<file path="src/rtl/data_bus_responder_if.sv">
// data_bus_responder_if: core data bus plus GPIO and transmit stream signals of the responder
interface data_bus_responder_if;
  logic [31:0] addr, wd, rd, gpio_out;
  logic        we, tx_valid, tx_ready;
  logic [7:0]  tx_data;
  modport master (output addr, we, wd, tx_ready, input rd, gpio_out, tx_data, tx_valid);
  modport slave  (input addr, we, wd, tx_ready, output rd, gpio_out, tx_data, tx_valid);
endinterface

</file>
<file path="src/rtl/data_bus_responder.sv">
// data_bus_responder: word RAM plus memory-mapped cycle counter, GPIO and transmit FIFO
module data_bus_responder #(
  parameter int RAM_WORDS  = 64,
  parameter int FIFO_DEPTH = 8
) (
  input logic clk,
  input logic reset,
  data_bus_responder_if.slave bus
);
  localparam int AW = $clog2(RAM_WORDS);
  localparam int PW = $clog2(FIFO_DEPTH);
  logic [31:0]   r_ram [RAM_WORDS];
  logic [7:0]    r_fifo [FIFO_DEPTH];
  logic [31:0]   r_cycle, r_gpio;
  logic [PW-1:0] r_rp, r_wp;
  logic [PW:0]   r_count;
  logic          r_ovf;
  logic [31:0]   w_base;
  logic          w_ram, w_cyc, w_gpio, w_tx, w_st, w_empty, w_full, w_push, w_pop;
  assign w_base  = {bus.addr[31:2], 2'b00};
  assign w_ram   = bus.addr < 32'(RAM_WORDS * 4);
  assign w_cyc   = w_base == 32'hFFFF_0000;
  assign w_gpio  = w_base == 32'hFFFF_0004;
  assign w_tx    = w_base == 32'hFFFF_0008;
  assign w_st    = w_base == 32'hFFFF_000C;
  assign w_empty = r_count == '0;
  assign w_full  = r_count == (PW+1)'(FIFO_DEPTH);
  // push is judged against the pre-edge count, so a full FIFO drops even with a concurrent pop
  assign w_push  = bus.we && w_tx && !w_full;
  assign w_pop   = !w_empty && bus.tx_ready;
  assign bus.rd = w_ram  ? r_ram[bus.addr[AW+1:2]] :
                  w_cyc  ? r_cycle :
                  w_gpio ? r_gpio :
                  w_st   ? {16'h0, 8'(r_count), 5'h0, r_ovf, w_full, w_empty} : 32'h0;
  assign bus.gpio_out = r_gpio;
  assign bus.tx_valid = !w_empty;
  assign bus.tx_data  = w_empty ? 8'h0 : r_fifo[r_rp];
  always_ff @(posedge clk) begin
    if (bus.we && w_ram) r_ram[bus.addr[AW+1:2]] <= bus.wd;
    if (w_push) r_fifo[r_wp] <= bus.wd[7:0];
  end
  always_ff @(posedge clk) begin
    if (!reset) begin
      r_cycle <= '0;
      r_gpio  <= '0;
      r_rp    <= '0;
      r_wp    <= '0;
      r_count <= '0;
      r_ovf   <= 1'b0;
    end else begin
      r_cycle <= (bus.we && w_cyc) ? bus.wd : r_cycle + 32'd1;
      if (bus.we && w_gpio) r_gpio <= bus.wd;
      if (w_push) r_wp <= r_wp + PW'(1);
      if (w_pop) r_rp <= r_rp + PW'(1);
      r_count <= r_count + {{PW{1'b0}}, w_push} - {{PW{1'b0}}, w_pop};
      if (bus.we && w_tx && w_full) r_ovf <= 1'b1;
      else if (bus.we && w_st && bus.wd[2]) r_ovf <= 1'b0;
    end
  end
endmodule

</file>
<file path="src/flat_wrapper.sv">
// flat-port wrapper written by rule: the top's interface ports become plain ports
module data_bus_responder_flat 
#(
  parameter int RAM_WORDS  = 64,
  parameter int FIFO_DEPTH = 8
)
  (clk, reset, bus_addr, bus_we, bus_wd, bus_tx_ready, bus_rd, bus_gpio_out, bus_tx_data, bus_tx_valid);
  data_bus_responder_if bus_i ();
  input logic clk;
  input logic reset;
  input wire logic [$bits(bus_i.addr)-1:0] bus_addr;
  input wire logic [$bits(bus_i.we)-1:0] bus_we;
  input wire logic [$bits(bus_i.wd)-1:0] bus_wd;
  input wire logic [$bits(bus_i.tx_ready)-1:0] bus_tx_ready;
  output wire logic [$bits(bus_i.rd)-1:0] bus_rd;
  output wire logic [$bits(bus_i.gpio_out)-1:0] bus_gpio_out;
  output wire logic [$bits(bus_i.tx_data)-1:0] bus_tx_data;
  output wire logic [$bits(bus_i.tx_valid)-1:0] bus_tx_valid;
  assign bus_i.addr = bus_addr;
  assign bus_i.we = bus_we;
  assign bus_i.wd = bus_wd;
  assign bus_i.tx_ready = bus_tx_ready;
  assign bus_rd = bus_i.rd;
  assign bus_gpio_out = bus_i.gpio_out;
  assign bus_tx_data = bus_i.tx_data;
  assign bus_tx_valid = bus_i.tx_valid;
  data_bus_responder #(.RAM_WORDS(RAM_WORDS), .FIFO_DEPTH(FIFO_DEPTH)) u_core (.clk(clk), .reset(reset), .bus(bus_i));
endmodule
</file>
<file path="config.mk">
export PLATFORM = sky130hd
export DESIGN_NAME = data_bus_responder_flat
export DESIGN_NICKNAME = d
export VERILOG_FILES = /design/src/rtl/data_bus_responder_if.sv /design/src/rtl/data_bus_responder.sv /design/src/flat_wrapper.sv
export SDC_FILE = /design/constraint.sdc
export NUM_CORES = 2
export LEC_CHECK = 0
export ABC_AREA = 0
export BUFFER_PORTS_ARGS = -buffer_cell sky130_fd_sc_hd__buf_2
export CORE_MARGIN = 8
export CORE_UTILIZATION = 49
export CTS_CLUSTER_SIZE = 14
export DETAILED_ROUTE_END_ITERATION = 12
export PLACE_DENSITY = 0.67
export SYNTH_ARGS = -nofsm -noshare
export SYNTH_HDL_FRONTEND = slang
export SYNTH_SLANG_ARGS = --single-unit
</file>
<file path="constraint.sdc">
create_clock -name clk -period 5.69 [get_ports clk]
set_input_delay 1.138 -clock clk [delete_from_list [all_inputs] [get_ports clk]]
set_output_delay 1.138 -clock clk [all_outputs]
set_load 0.02 [all_outputs]
</file>
==> summary.md <==
| Metric | Value |
|---|---|
| Status | finished with violations |
| Violated checks | setup timing |
| # setup viols final | 1 |
| Top routing layer in use | met5 |
| Synth warnings | 0 |
| Row count | 153 |
| Mapped Nets | 4837 |
| Critical Path Slowest Stage Cell | o41ai_1 |
| Reg clk slew, reported paths | 60 ps |
| GPL Wtd Cong | approximately 0.92 |
| Starting DRT DRC Count | 8641 |
| Crit end category | primary output |
| Placed cell area | 92300 um^2 |
| WL per Instance | ~37 um |
| CP required | about 4600 ps |
| First-pass GRT wire length | slightly below 400000 um |
| Pre-CTS setup slack | ~170 ps |
| Clock Tree Root | clkbuf_16 |
| Crit-path cells | buf_8 > clkinv_2 > buf_4 > a221oi_1 > o21ai_0 > a22o_2 > o41ai_1 > buf_4 > o211ai_1 > buf_2 |
| Fmax | 174 MHz |
| Combinational Power Share | 0.065 |
| Detailed Route WL | ~280000 um |
| Period minus WS final | 5740 ps |
| Avg Vias per Cell | 6.74 |
| Syn_area_per_cell | 18.1 um^2 |
| Layout overhead on the synthesized area | 15.2% |
| Vias | around 52000 |
| Initial antenna violation count | 20 |
| Flop and latch count out of synthesis | between 2000 and 2500 |
| Drt drc | 0 |
| Commonest non-fill, non-tap cell in the layout | edfxtp_1 |
| WP data arrival | 4610 ps |
| Gr ovfl total | 0 |
| Setup TNS | -53.4 ps |
| Layout Skew | around 13 ps |
| CP Launch Type | input pin |
| H-tree depth | 4 |
| First drt pass iteration count | 7 |
| CTS max path bufs | 3 |
| Leakage power | 32.4 nW |
| Fin. Hold Viols | 0 |
| Cts hold-fix bufs | 0 |
| Most frequent cells in the layout | edfxtp_1, buf_4, mux2i_1, clkbuf_16, a21oi_1 |
| Synth async-reset ratio | 0 |
| Std-Cell Core Area | 174000 um^2 |
| Port Buffers | approximately 140 |
| Initial Util | 0.494 |
| Chip height | about 430 um |
| Cell count after synthesis | around 4800 |
| Crit path largest cell delay | 710 ps |
| Total clock sinks | 2190 |
| Hold Path Class | reg2reg |
| CTS tree | built |
| FF-to-FF path depth | 11 |
| Total internal power | 26.2 mW |
| Peak VDD IR | a little under 300 uV |
| Min-Delay Path Depth | 2 |
| Number of global-route vias before repair | 49479 |
| Pwr dens | 341 nW/um^2 |
| Synth unique cells | 97 |
| Die width | 435 um |
| CTS Buf Count | 210 |
| CP dominant cell by count | buf_4 |
| Wl on met1 | 99700 um |
| DR WL met2 | ~130000 um |
| Worst-Margin Slew | 1140 ps |
| Final #Nets | 5271 |
| Post-Syn Area | 86000 um^2 |
| Pins over their slew limit | 0 |
| Detail Placement HPWL | 171000 um |
| Commonest register cell after synthesis | edfxtp_1 |
| Sw power | between 7 and 8 mW |
| Layout cell share with drive strength beyond 1 | 0.241 |
| Die area | 189000 um^2 |
| IO Pins | 141 |
| Sequential share of power | 0.525 |
| Met3 wire len | 40200 um |
| Max-cap viol count | 0 |
| CP max FO | 21 |
| EDFF count, synth | ~2100 |
| Largest net degree at the start of global routing | 75 |
| Slew Limit Headroom | 0.242 |
| Number of routed nets with antenna violations | 0 |
| Final Cell Area | 99100 um^2 |
| CP Class | in2out |
| Post-CTS Setup Bufs | 0 |
| Cts repair resizes | 0 |
| Clock power share | 0.410 |
| Final worst-path cycle share | 1.01 |
| Post-synthesis sequential area ratio | 0.755 |
| Final setup margin | -53.4 ps |
| Sw frac | 0.225 |
| Gr usage total | 0.286 |
| Unrepaired setup endpoints after global routing | no |
| Worst-skew pair later-pin latency | 850 ps |
## metal layers
metal | up-vias | GRT usage
met5 | - | 0
met1 | 26589 | 0.379
met2 | 4121 | 0.437
met4 | 20 | 0.130
met3 | 755 | 0.0898
li1 | 20443 | -
## worst paths after layout
path	startpoint	to	slack, ps
setup / recovery	bus_addr[3]	bus_rd[9]	-50
hold / removal	u_core.r_ovf$_SDFFE_PN0P_	u_core.r_ovf$_SDFFE_PN0P_	490
setup reg to reg	u_core.r_count[2]$_SDFF_PN0_	u_core.r_count[2]$_SDFF_PN0_	3140
hold reg to reg	u_core.r_ovf$_SDFFE_PN0P_	u_core.r_ovf$_SDFFE_PN0P_	490
## cells by family after synthesis
group	share of synthesized area
AOI/OAI and AO/OA	0.0805
xor gates and xnor gates	0.00346
adders and majority gates	0.00154
buffers and inverters	0.0234
DFF	0.755
muxes	0.105
and+or+nand+nor	0.0304
## power by group through the flow
stage | sequential [mW] | combinational, mW | clock [mW]
floorplan | 18.0 | 1.15 | 0
global placement | 18.1 | 2.10 | 0
detailed placement | 18.1 | 2.13 | 0
CTS | 17.7 | 2.14 | 13.9
global route | 17.7 | 2.26 | 14.5
finish | 17.7 | 2.19 | 13.9
## layout make-up
type	count	area [um^2]
fillers	13035	75100
flip-flops and latches	2190	65000
multi-input cells	2225	19600
clock buffers	264	5500
repair buffers	548	4700
well taps	2325	2910
clock inverters	130	1270
inverters	18	76.3
diodes	9	22.5
## Yosys cell counts, drive strengths merged, types with 9 or more instances
cell type,instances,area share
edfxtp,2112,0.74
mux2i,283,0.033
nor2,236,0.010
buf,220,0.017
a21oi,198,0.012
mux4,194,0.051
a221oi,166,0.017
mux2,160,0.021
a22oi,147,0.013
o21ai,136,0.0079
nand2,126,0.0055
clkbuf,106,0.0061
o22ai,79,0.0057
dfxtp,78,0.018
nand3,71,0.0042
a22o,52,0.0053
a211oi,32,0.0028
a221o,32,0.0037
a31oi,32,0.0023
and3,22,0.0016
xnor2,19,0.0019
inv,18,0.00079
nand4,18,0.0014
nor3,16,0.0013
xor2,15,0.0015
and2,12,0.00087
o22a,12,0.0012
o211ai,11,0.00096
o221ai,10,0.0010
o2bb2ai,10,0.0010
a41oi,9,0.00092
ha,9,0.0013
nor3b,9,0.00084
nor4,9,0.00065
## metrics by stage
step                cells  hold WS [ps]  total power [mW]   util
global route         7701           547              34.5  0.569
detailed placement   7306           477              20.2  0.530
finish               7709           485              33.8  0.569
floorplan            4759           450              19.2      -
global placement     7306           460              20.2  0.530
CTS                  7700           486              33.8  0.569
## registers in the layout, summed over array words and instances (netlist names), named ones only
signal / flops
u_core.bus.gpio_out: 32
u_core.r_cycle: 32
u_core.r_count: 4
u_core.r_ram: 2048
u_core.r_rp: 3
u_core.r_ovf: 1
u_core.r_fifo: 64
u_core.r_wp: 3
## worst max-delay path, delay by kind of cell
kind,cells,cell delay (ps)
buffers and inverters,5,1650
AO/OA/AOI/OAI,5,1720
Power figures use the tool's default switching activity.
